<file path="config.mk">
export PLATFORM = sky130hd
export DESIGN_NAME = multicycle_ctrl
export DESIGN_NICKNAME = d
export VERILOG_FILES = /design/src/rtl/multicycle_ctrl.sv
export SDC_FILE = /design/constraint.sdc
export NUM_CORES = 1
export LEC_CHECK = 0
export CAP_MARGIN = 10
export CORE_UTILIZATION = 49
export CTS_CLUSTER_SIZE = 24
export DETAILED_ROUTE_END_ITERATION = 16
export PLACE_DENSITY = 0.84
export SYNTH_ARGS = -nofsm -noshare
export SYNTH_HDL_FRONTEND = slang
export SYNTH_SLANG_ARGS = --single-unit
</file>
<file path="constraint.sdc">
create_clock -name clk -period 3.1 [get_ports clk]
set_input_delay 0.465 -clock clk [delete_from_list [all_inputs] [get_ports clk]]
set_output_delay 0.465 -clock clk [all_outputs]
set_load 0.02 [all_outputs]
</file>
<file path="src/rtl/multicycle_ctrl.sv">
// multicycle_ctrl: main control FSM for a multicycle datapath (FETCH/DECODE/EXEC/MEM/WB).
// Latency: R 4, LW 5, SW 4, BEQ 3, J 3, illegal 2 cycles; outputs are a combinational state decode.
// Backpressure: mem_ready low holds FETCH, MEMRD or MEMWR with strobes stable. Optional macro: MCCTRL_JUMP_EN.
module multicycle_ctrl #(
  parameter int CNT_W = 16
) (
  input  logic             clk,
  input  logic             rst,
  input  logic [2:0]       opcode,
  input  logic             mem_ready,
  output logic [1:0]       aluop,
  output logic             alusrca,
  output logic [1:0]       alusrcb,
  output logic             iord,
  output logic             memread,
  output logic             memwrite,
  output logic             irwrite,
  output logic             pcwrite,
  output logic             pcwritecond,
  output logic [1:0]       pcsource,
  output logic             regwrite,
  output logic             regdst,
  output logic             memtoreg,
  output logic [3:0]       state,
  output logic             instr_done,
  output logic             illegal,
  output logic [CNT_W-1:0] instr_count
);

  typedef enum logic [3:0] {
    S_FETCH  = 4'd0,
    S_DECODE = 4'd1,
    S_MEMADR = 4'd2,
    S_MEMRD  = 4'd3,
    S_MEMWB  = 4'd4,
    S_MEMWR  = 4'd5,
    S_EXEC   = 4'd6,
    S_RWB    = 4'd7,
    S_BRANCH = 4'd8
`ifdef MCCTRL_JUMP_EN
    , S_JUMP = 4'd9
`endif
  } state_e;

  localparam logic [2:0] OP_R   = 3'b000;
  localparam logic [2:0] OP_LW  = 3'b001;
  localparam logic [2:0] OP_SW  = 3'b010;
  localparam logic [2:0] OP_BEQ = 3'b011;
`ifdef MCCTRL_JUMP_EN
  localparam logic [2:0] OP_J   = 3'b100;
`endif

  state_e           state_q, state_d;
  logic [2:0]       op_q, op_d;
  logic [CNT_W-1:0] cnt_q, cnt_d;

  assign state       = state_q;
  assign instr_count = cnt_q;
  assign cnt_d       = instr_done ? cnt_q + CNT_W'(1) : cnt_q;

  // State, latched opcode and retired-instruction counter.
  always_ff @(posedge clk or posedge rst) begin
    if (rst) begin
      state_q <= S_FETCH;
      op_q    <= '0;
      cnt_q   <= '0;
    end else begin
      state_q <= state_d;
      op_q    <= op_d;
      cnt_q   <= cnt_d;
    end
  end

  // Next state and datapath controls; everything except state is held at 0 during reset.
  always_comb begin
    state_d     = state_q;
    op_d        = op_q;
    aluop       = 2'b00;
    alusrca     = 1'b0;
    alusrcb     = 2'b00;
    iord        = 1'b0;
    memread     = 1'b0;
    memwrite    = 1'b0;
    irwrite     = 1'b0;
    pcwrite     = 1'b0;
    pcwritecond = 1'b0;
    pcsource    = 2'b00;
    regwrite    = 1'b0;
    regdst      = 1'b0;
    memtoreg    = 1'b0;
    instr_done  = 1'b0;
    illegal     = 1'b0;
    if (!rst) begin
      case (state_q)
        S_FETCH: begin
          memread = 1'b1;
          alusrcb = 2'b01;
          irwrite = mem_ready;
          pcwrite = mem_ready;
          if (mem_ready) state_d = S_DECODE;
        end
        S_DECODE: begin
          alusrcb = 2'b11;
          op_d    = opcode;
          case (opcode)
            OP_R:         state_d = S_EXEC;
            OP_LW, OP_SW: state_d = S_MEMADR;
            OP_BEQ:       state_d = S_BRANCH;
`ifdef MCCTRL_JUMP_EN
            OP_J:         state_d = S_JUMP;
`endif
            default: begin
              illegal = 1'b1;
              state_d = S_FETCH;
            end
          endcase
        end
        S_MEMADR: begin
          alusrca = 1'b1;
          alusrcb = 2'b10;
          state_d = (op_q == OP_LW) ? S_MEMRD : S_MEMWR;
        end
        S_MEMRD: begin
          memread = 1'b1;
          iord    = 1'b1;
          if (mem_ready) state_d = S_MEMWB;
        end
        S_MEMWB: begin
          regwrite   = 1'b1;
          memtoreg   = 1'b1;
          instr_done = 1'b1;
          state_d    = S_FETCH;
        end
        S_MEMWR: begin
          memwrite = 1'b1;
          iord     = 1'b1;
          if (mem_ready) begin
            instr_done = 1'b1;
            state_d    = S_FETCH;
          end
        end
        S_EXEC: begin
          alusrca = 1'b1;
          aluop   = 2'b10;
          state_d = S_RWB;
        end
        S_RWB: begin
          regwrite   = 1'b1;
          regdst     = 1'b1;
          instr_done = 1'b1;
          state_d    = S_FETCH;
        end
        S_BRANCH: begin
          alusrca     = 1'b1;
          aluop       = 2'b01;
          pcwritecond = 1'b1;
          pcsource    = 2'b01;
          instr_done  = 1'b1;
          state_d     = S_FETCH;
        end
`ifdef MCCTRL_JUMP_EN
        S_JUMP: begin
          pcwrite    = 1'b1;
          pcsource   = 2'b10;
          instr_done = 1'b1;
          state_d    = S_FETCH;
        end
`endif
        default: state_d = S_FETCH;
      endcase
    end
  end

endmodule

</file>
==> flow_summary.toml <==
[synthesis]
ys_ff_latch = 23
synth_area_leaders = "dfrtp_1 42%, xnor2_1 9.7%, nand2_1 3.6%"
async_flop_share_pct = 100
synth_common_cells = "23 x dfrtp_1, 15 x xnor2_1, 13 x nand2_1"
synth_top_area_share_pct = 42.5
synth-main-ff-cell = "dfrtp_1"
synth.most_common_cell = "dfrtp_1"
synth.largest_area_cell = "dfrtp_1"
netlist_instances = 139
ys_types = 39
synth_area_um2 = 1360
yosysSeqAreaShare_pct = 42.5
synth-edff-count = 0
synth_nets = 146
syn_avg_cell_area_um2 = 9.75
yosys_warnings = 0

[timing]
final.setup.tns_ps = 0
finalSetupViolCount = 0
finClkSkew_ps = 3.45
hold_viol = 0
relSlewSlack_pct = 59.5
fin_crit_ps = 2890
fin_crit_sh_pct = 93.2
worst_pin_slew_ps = 607
clock.fmax_mhz = 346
final_max_slew_viol_count = 0
rsz0062_at_grt = "false"
holdWs_ps = 475

[die]
num_rows = 18
die_height_um = 54.6
start_util_pct = 53.2
io_pins = 44
die_w_um = 54.6
dieArea_um2 = 2980
core_area_um2 = 2540

[critical_path]
critPathRequiredTime_ps = 2630
critPathMaxFanout = 18
critPathCaptureType = "output port"
path_buf_inv = 1
crit_type = "flop to output port"
slowest_stage = "dfrtp_1"
max_stage_delay_ps = 740
cp_data_arrival_time_ps = 2430
critPathLaunchType = "flop"
cp_top_family = "flip-flops"
cp_cell_sequence = "nand2b_4 > a211o_4 > a21oi_2 > clkdlybuf4s50_1"

[cts]
htreeDepth = 1
clk_root_buffer_cell = "clkbuf_4"
clk_pin_slew_ps = 120
post-cts-setup-buffer-count = 0
clock_latency_ps = 300
cts_buffers = 3
clock_path_buffers = 2
post_cts_resized = 0
cts_tree = "yes"
cts_sinks = 23
postCtsHoldBufs = 0

[global_routing]
antenna_found_initial = 0
overflow = 0
grtUsageTotal_pct = 21.3
grt_max_degree = 25
grt_first_pass_wirelength_mm = 4.49
grt_pass1_vias = 1029

[placed_design]
dpl.hpwl_mm = 2.15
portBuffers = 42
gp_congestion = 0.741

[routing]
viasPerCell = 5.51
totalWireLength_mm = 2.91
wl_per_cell_um = 14.1
vias = 1140
drc = 0
drtIter0Drc = 20
dr.pass1.iters = 4
ant_nets = 0

[final_layout]
drive_gt1_share_pct = 9.60
num-nets-final = 185
area_growth_syn_to_layout_pct = 32.9
antenna_cells = 0
finish.utilization_pct = 70.7

[power_and_ir_drop]
powerDensity_nw_per_um2 = 758
ir_drop_v = 0.000589
p_leak_nw = 0.735

[outcome]
status = "complete, no violations"

[hold_path]
hold_class = "flop to flop"

[run]
maxCapViolCount = 0
registers in the layout (all words and copies together), names as in the netlist:
signal / count
instr_count: 16
state: 4
op_q: 3
cell usage in the layout (no fill, tap or decap), drive strengths merged, types with 2 or more instances in the layout:
| master | n |
|---|---|
| nor3 | 5 |
| nand2b | 2 |
| buf | 2 |
| and4 | 5 |
| nor2 | 10 |
| dfrtp | 23 |
| clkdlybuf4s50 | 42 |
| nand2 | 13 |
| and3 | 3 |
| inv | 4 |
| clkbuf | 4 |
| o22a | 2 |
| nand3 | 5 |
| nand4 | 5 |
| a21oi | 9 |
| xnor2 | 15 |
| nor4 | 4 |
| mux2 | 4 |
| nor2b | 4 |
| nor4b | 2 |
| xor2 | 2 |
worst paths after layout:
kind                            depth (start not counted)  slack [ps]                           to                        start
worst min-delay path                                    1         470  instr_count[15]$_DFFE_PP0P_  instr_count[15]$_DFFE_PP0P_
worst max register to register                          5        1040   instr_count[6]$_DFFE_PP0P_         state[2]$_DFFE_PP0P_
max in group asynchronous                               4        2090   instr_count[0]$_DFFE_PP0P_                          rst
worst max-delay path                                    4         210                   instr_done         state[2]$_DFFE_PP0P_
min in group asynchronous                               4         780          op_q[0]$_DFFE_PP0P_                          rst
worst min register to register                          1         470  instr_count[15]$_DFFE_PP0P_  instr_count[15]$_DFFE_PP0P_
report_power, final:
part           total [W]  internal (W)  switching (W)  leakage [nW]
logic           0.000717      0.000356       0.000361         0.418
clock network   0.000134     0.0000501      0.0000843        0.0150
registers       0.000514      0.000368       0.000145         0.302
total            0.00136      0.000775       0.000590         0.735
cell type report:
type / count / area, µm²
clock buffer: 4 / 26.3
inverter: 4 / 15.0
multi-input combinational: 102 / 711
sequential: 23 / 576
timing repair buffer: 44 / 435
fill: 198 / 744
tap: 30 / 37.5
per-stage QoR:
step / instance area [µm²] / worst slack, ps / instances / total power (W)
floorplan: 1360 / 1010 / 139 / 0.000970
global placement: 1770 / 330 / 203 / 0.00120
detailed placement: 1770 / 314 / 203 / 0.00124
CTS: 1800 / 200 / 207 / 0.00137
global route: 1800 / 94.1 / 207 / 0.00146
finish: 1800 / 209 / 207 / 0.00136
per-layer routing:
| metal | vias up | part of all wire, % | GRT usage, % |
|---|---|---|---|
| met1 | 527 | 44 | 26.2 |
| li1 | 562 | - | - |
| met3 | 6 | 5.4 | 1.94 |
| met2 | 45 | 49 | 36.5 |
| met4 | 0 | 1.6 | 10.7 |
| met5 | - | 0 | 0 |
cell families (layout without fill, tap and decap cells):
family | after synthesis | in the layout | synth area share [%]
flops | 23 | 23 | 42.5
other cells | 1 | 1 | 0.277
buf+inv | 14 | 52 | 5.08
mux | 4 | 4 | 3.32
compound gates | 18 | 18 | 11.0
simple gates | 61 | 61 | 25.9
fa+ha+maj | 1 | 1 | 0.923
xor+xnor | 17 | 17 | 11.0
worst register-to-register path, stage by stage (launching register included):
cell	delay, ps
dfrtp_1	740
nand2b_4	150
a211o_4	370
a211oi_4	380
nand4_1	170
xnor2_1	150
(Power assumes the default switching activity.)
